==> config.mk <==
export PLATFORM = sky130hd
export DESIGN_NAME = imem_boot_loader
export DESIGN_NICKNAME = d
export VERILOG_FILES = /design/src/rtl/imem_boot_loader.sv
export SDC_FILE = /design/constraint.sdc
export NUM_CORES = 1
export LEC_CHECK = 0
export ABC_AREA = 1
export CORE_ASPECT_RATIO = 0.75
export CORE_MARGIN = 5
export CORE_UTILIZATION = 30
export CTS_CLUSTER_SIZE = 16
export DETAILED_ROUTE_END_ITERATION = 12
export DONT_BUFFER_PORTS = 1
export GPL_ROUTABILITY_DRIVEN = 0
export MAX_ROUTING_LAYER = met4
export PLACE_DENSITY_LB_ADDON = 0.2
export SLEW_MARGIN = 30
export SYNTH_ARGS = -nofsm -noshare
export SYNTH_HDL_FRONTEND = slang
export SYNTH_SLANG_ARGS = --single-unit
export TNS_END_PERCENT = 1
==> constraint.sdc <==
create_clock -name clk -period 1.5 [get_ports clk]
set_input_delay 0.225 -clock clk [delete_from_list [all_inputs] [get_ports clk]]
set_output_delay 0.225 -clock clk [all_outputs]
set_load 0.02 [all_outputs]
==> src/rtl/imem_boot_loader.sv <==
// rtl/imem_boot_loader.sv - boot sequencer and port owner for the rv32im instruction memory
// Optional NOP tail fill: define IMEM_BOOT_LOADER_NOP_FILL_EN.
module imem_boot_loader #(
  parameter int          ADDR_W   = 8,
  parameter logic [31:0] NOP_WORD = 32'h00000013
) (
  input  logic              clk,
  input  logic              rst_n,
  input  logic              start_i,
  input  logic [ADDR_W:0]   word_count_i,
  input  logic [31:0]       s_data_i,
  input  logic              s_valid_i,
  output logic              s_ready_o,
  input  logic [31:0]       fetch_addr_i,
  output logic              mem_we_o,
  output logic [ADDR_W-1:0] mem_addr_o,
  output logic [31:0]       mem_wdata_o,
  output logic              core_rst_n_o,
  output logic              busy_o,
  output logic              done_o,
  output logic              err_o
);

  typedef enum logic [1:0] {
    ST_IDLE = 2'd0,
    ST_LOAD = 2'd1,
`ifdef IMEM_BOOT_LOADER_NOP_FILL_EN
    ST_FILL = 2'd3,
`endif
    ST_RUN  = 2'd2
  } state_t;

  localparam logic [ADDR_W-1:0] CNT_ONE = ADDR_W'(1);
  localparam logic [ADDR_W:0]   N_ONE   = (ADDR_W + 1)'(1);

  state_t            state_q;
  logic [ADDR_W-1:0] cnt_q;
  logic [ADDR_W:0]   n_q;
  logic              core_rst_n_q;
  logic              done_q;
  logic              err_q;

  logic fire;
  logic count_ok;
  logic last_word;
  logic unused_bits;

  // Valid counts are 1..DEPTH: nonzero, and if the top bit is set the rest must be zero.
  assign count_ok  = (word_count_i != '0) &&
                     (!word_count_i[ADDR_W] || (word_count_i[ADDR_W-1:0] == '0));
  assign fire      = s_valid_i && (state_q == ST_LOAD);
  assign last_word = ({1'b0, cnt_q} == (n_q - N_ONE));

`ifdef IMEM_BOOT_LOADER_NOP_FILL_EN
  assign unused_bits = ^{fetch_addr_i[31:ADDR_W+2], fetch_addr_i[1:0]};
`else
  assign unused_bits = ^{fetch_addr_i[31:ADDR_W+2], fetch_addr_i[1:0], NOP_WORD};
`endif

  assign core_rst_n_o = core_rst_n_q;
  assign done_o       = done_q;
  assign err_o        = err_q;

  always_comb begin
    s_ready_o   = 1'b0;
    busy_o      = 1'b0;
    mem_we_o    = 1'b0;
    mem_addr_o  = '0;
    mem_wdata_o = '0;
    case (state_q)
      ST_LOAD: begin
        s_ready_o = 1'b1;
        busy_o    = 1'b1;
        if (fire) begin
          mem_we_o    = 1'b1;
          mem_addr_o  = cnt_q;
          mem_wdata_o = s_data_i;
        end
      end
`ifdef IMEM_BOOT_LOADER_NOP_FILL_EN
      ST_FILL: begin
        busy_o      = 1'b1;
        mem_we_o    = 1'b1;
        mem_addr_o  = cnt_q;
        mem_wdata_o = NOP_WORD;
      end
`endif
      ST_RUN:  mem_addr_o = fetch_addr_i[ADDR_W+1:2];
      default: ;
    endcase
  end

  always_ff @(posedge clk or negedge rst_n) begin
    if (!rst_n) begin
      state_q      <= ST_IDLE;
      cnt_q        <= '0;
      n_q          <= '0;
      core_rst_n_q <= 1'b0;
      done_q       <= 1'b0;
      err_q        <= 1'b0;
    end else begin
      case (state_q)
        ST_IDLE: begin
          if (start_i) begin
            if (count_ok) begin
              n_q     <= word_count_i;
              cnt_q   <= '0;
              err_q   <= 1'b0;
              state_q <= ST_LOAD;
            end else begin
              err_q <= 1'b1;
            end
          end
        end
        ST_LOAD: begin
          if (fire) begin
            cnt_q <= cnt_q + CNT_ONE;
            if (last_word) begin
`ifdef IMEM_BOOT_LOADER_NOP_FILL_EN
              if (!n_q[ADDR_W]) begin
                state_q <= ST_FILL;
              end else begin
                cnt_q        <= '0;
                core_rst_n_q <= 1'b1;
                done_q       <= 1'b1;
                state_q      <= ST_RUN;
              end
`else
              cnt_q        <= '0;
              core_rst_n_q <= 1'b1;
              done_q       <= 1'b1;
              state_q      <= ST_RUN;
`endif
            end
          end
        end
`ifdef IMEM_BOOT_LOADER_NOP_FILL_EN
        ST_FILL: begin
          // cnt wraps to 0 on the final write at DEPTH-1.
          cnt_q <= cnt_q + CNT_ONE;
          if (cnt_q == '1) begin
            core_rst_n_q <= 1'b1;
            done_q       <= 1'b1;
            state_q      <= ST_RUN;
          end
        end
`endif
        ST_RUN: begin
          if (start_i) begin
            if (count_ok) begin
              n_q          <= word_count_i;
              cnt_q        <= '0;
              err_q        <= 1'b0;
              core_rst_n_q <= 1'b0;
              done_q       <= 1'b0;
              state_q      <= ST_LOAD;
            end else begin
              err_q <= 1'b1;
            end
          end
        end
        default: state_q <= ST_IDLE;
      endcase
    end
  end

endmodule

==> results.py <==
metrics = {
    "timing": {
        "finalWorstPathRequiredPeriod_ns": 1.72,
        "final.period_utilization_pct": 115,
        "timing_max_transition_violations_final": 0,
        "worst_margin_slew_ns": 0.510,
        "clock_skew_ns": 0.0104,
        "layout_setup_ws_ns": -0.221,
        "fin_worst_hold_slack_ns": 0.0656,
        "hold_viol": 0,
        "grt_setup_unrepaired": "true",
        "finalSetupViolations": 51,
        "fmax_mhz": 581,
        "slew-limit-headroom_pct": 66.0,
    },
    "detailed_routing": {
        "drt_pre_antenna_iters": 4,
        "drt.antenna.violating_nets": 0,
        "detailedRoute.firstIterationViolations": 103,
        "total_number_of_vias": 1937,
        "route.final.wire_length_mm": 5.58,
        "drc": 0,
        "route.detailed.vias_per_inst": 4.60,
        "drt-wirelength-per-cell_um": 13.3,
    },
    "flow_run": {
        "max_cap_violations": 0,
    },
    "power": {
        "p_switching_mw": 2.35,
        "internal_power_mw": 2.24,
        "power.total_mw": 4.59,
        "swShare_pct": 51.2,
        "power.sequential.fraction_pct": 22.1,
        "proportion_of_power_drawn_by_combinational_gates_pct": 69.4,
        "leakage_nw": 1.24,
        "power.density_cell_area_nw_per_um2": 1700,
        "power.share.clock_pct": 8.4,
        "worst_ir_drop_vdd_mv": 0.827,
    },
    "setup_path": {
        "worstSetupStartpointType": "register",
        "cp_slowest_cell": "sky130_fd_sc_hd__dfrtp_1",
        "worstSetupStartpoint": "n_q[1]",
        "critical_path_buf_inv_count": 2,
        "path_common_cell": "sky130_fd_sc_hd__nand2_1",
        "timing.reg2reg.worst_path_depth": 15,
        "crit_chain": "inv_2 -> ha_4 -> inv_2 -> nand2_2 -> nand2_1 -> nand2_1 -> nand2_1 -> nor2_2 -> nand2_1 -> nor2_2 -> nand4_1 -> nand2_2 -> nand2_2 -> nand2_1 -> nand2_1",
        "critical_path.reg2reg.endpoint": "state_q[1]",
        "worst_r2r_startpoint": "n_q[1]",
        "critPathKind": "reg2reg",
        "cp.depth": 15,
        "cp_top_family": "simple AND/OR/NAND/NOR gates",
        "critical_path.endpoint_type": "register",
        "r2r_setup_slack_ns": -0.22,
        "critical_path_peak_fanout": 7,
        "critPathCapture": "state_q[1]",
        "worst_ep_required_time_ns": 1.67,
        "crit_path_max_incr_delay_ns": 0.39,
        "crit_arrival_ns": 1.89,
    },
    "clocking": {
        "cts_setup_buffers": 0,
        "h-tree-depth": 1,
        "cts_max_path_buffers": 2,
        "clock-root-buffer": "sky130_fd_sc_hd__clkbuf_8",
        "numClockSinks": 21,
        "clk_pin_slew_ns": 0.09,
        "cts_made_buffers": 3,
        "tritoncts": "built",
        "clock_insertion_delay_worst_skew_ns": 0.27,
    },
    "synthesis": {
        "synth_cell_types": 29,
        "synthesis.area_um2": 1840,
        "synthXorXnorAreaFrac_pct": 3.81,
        "ys_seq_area_share_pct": 28.6,
        "synth_top_family_by_area": "simple AND/OR/NAND/NOR gates",
        "share_of_synthesized_cell_area_in_full_adder_half_adder_and_majority_cells_pct": 4.08,
        "synth-simple-area-share_pct": 40.5,
        "register_bit_count_reported_by_yosys": 21,
        "synthesis.instances": 305,
        "synth_compound_gate_area_share_pct": 8.57,
        "postSynthNetCount": 388,
        "mean_post_synth_cell_area_um2": 6.03,
        "post_synth_mux_area_share_pct": 0,
        "ys.warnings.count": 0,
    },
    "global_routing": {
        "grt_antenna_before_repair": 0,
        "grt.total_usage_pct": 14.1,
        "grt-ovfl-total": 0,
        "grt_pass1_wl_mm": 8.91,
        "grt_max_degree": 22,
        "vias_in_the_first_global_route": 1823,
    },
    "floorplanning": {
        "die_width_um": 100,
        "dieHeight_um": 77.8,
        "fp-row-count": 24,
        "core_um2": 5890,
        "initial_core_util_pct": 31.3,
        "die_area_um2": 7820,
        "ports_placed_on_the_boundary": 123,
    },
    "worst_hold_path": {
        "holdCritPathClass": "in2reg",
        "hold-path-cell-count": 2,
    },
    "final_layout": {
        "flow.area_growth_from_synthesis_pct": 46.4,
        "utilization_pct": 45.8,
        "diodes": 0,
        "multi_input_area_um2": 1440,
        "regArea_um2": 526,
        "final_cells": 421,
        "layout.nets": 427,
        "layout_commonest_cell": "sky130_fd_sc_hd__nand2_1",
        "filler_cell_count": 620,
        "layout_common_cells": "75 x sky130_fd_sc_hd__nand2_1, 50 x sky130_fd_sc_hd__inv_1, 37 x sky130_fd_sc_hd__buf_4",
        "layout-drive-gt1-share_pct": 34.1,
    },
    "placement": {
        "post-dp-hpwl_mm": 4.72,
        "dp.cells": 415,
        "buffer_ports.inserted": 0,
        "place_worst_setup_slack_ns": -0.281,
    },
    "outcome": {
        "violations": "setup timing",
        "run_status": "finished with violations",
    },
}
-- state kept, by name, indices dropped and copies added (netlist names) --
name / flops
done_o: 1
n_q: 9
state_q: 2
cnt_q: 8
err_o: 1
-- metrics by stage --
stage                     cell area (um2)  setup TNS, ns
after floorplan                      2200          -4.60
after global placement               2590          -1.97
after detailed placement             2590          -2.10
after CTS                            2680          -9.06
after global routing                 2700         -12.58
final                                2700          -7.34
-- per-layer routing --
metal  vias to the layer above  wire length [um]  GRT usage [%]
li1                       1001                 -              -
met1                       887              2660           20.4
met2                        47              2540           20.6
met3                         2               361           3.49
met4                         0                12           1.21
met5                         -                 0              -
-- Yosys cell counts, drive strengths merged --
cell type / instances / area share (%)
clkinv: 1 / 0.20
nor2: 62 / 14
ha: 6 / 4.1
nand3: 22 / 6.3
a31oi: 1 / 0.34
nand2: 83 / 18
nor3: 1 / 0.27
xor2: 7 / 3.3
o21ai: 16 / 4.6
buf: 4 / 1.7
xnor2: 1 / 0.48
a21oi: 11 / 3.2
nand4: 6 / 2.0
dfrtp: 21 / 29
a31o: 1 / 0.48
inv: 56 / 11
or2: 1 / 0.34
clkbuf: 5 / 1.2
-- worst min-delay path by stage --
stage | startpoint | end | slack [ns]
2_1_floorplan | rst_n | cnt_q[0] | -0.07
5_1_grt | word_count_i[7] | n_q[7] | 0.06
3_3_place_gp | rst_n | cnt_q[4] | -0.07
3_5_place_dp | rst_n | cnt_q[4] | -0.07
4_1_cts | word_count_i[7] | n_q[7] | 0.06
6_report | word_count_i[7] | n_q[7] | 0.07
-- area by class of cell --
cell class | count | share of cell area (%)
multi-input cells | 218 | 53.5
flip-flops and latches | 21 | 19.5
repair buffers | 43 | 13.5
inverters | 57 | 8.12
well taps | 78 | 3.62
clock buffers | 3 | 1.53
clock inverters | 1 | 0.186
-- cells by family (layout without fill, tap and decap cells) --
kind of cell | count (synthesis) | count (layout)
xor gates and xnor gates | 8 | 8
DFF | 21 | 21
AOI/OAI and AO/OA | 29 | 29
and+or+nand+nor | 175 | 175
buffers and inverters | 66 | 104
adders and majority gates | 6 | 6
-- power groups by stage --
stage | combinational (mW) | clock (mW) | sequential [mW]
2_1_floorplan | 2.11 | 0 | 0.990
3_3_place_gp | 3.08 | 0 | 1.02
3_5_place_dp | 3.09 | 0 | 1.02
4_1_cts | 3.18 | 0.401 | 1.01
5_1_grt | 3.52 | 0.429 | 1.05
6_report | 3.19 | 0.387 | 1.02
-- repair_timing --
| item | 4_1_cts | 5_1_grt |
|---|---|---|
| pin swaps | 5 | 14 |
| gates resized for setup | 8 | 2 |
| hold endpoints to repair | 21 | 21 |
| setup endpoints to repair | 52 | 54 |
| hold buffers | 1 | 1 |
No activity file was read; power rests on OpenSTA's default activity.
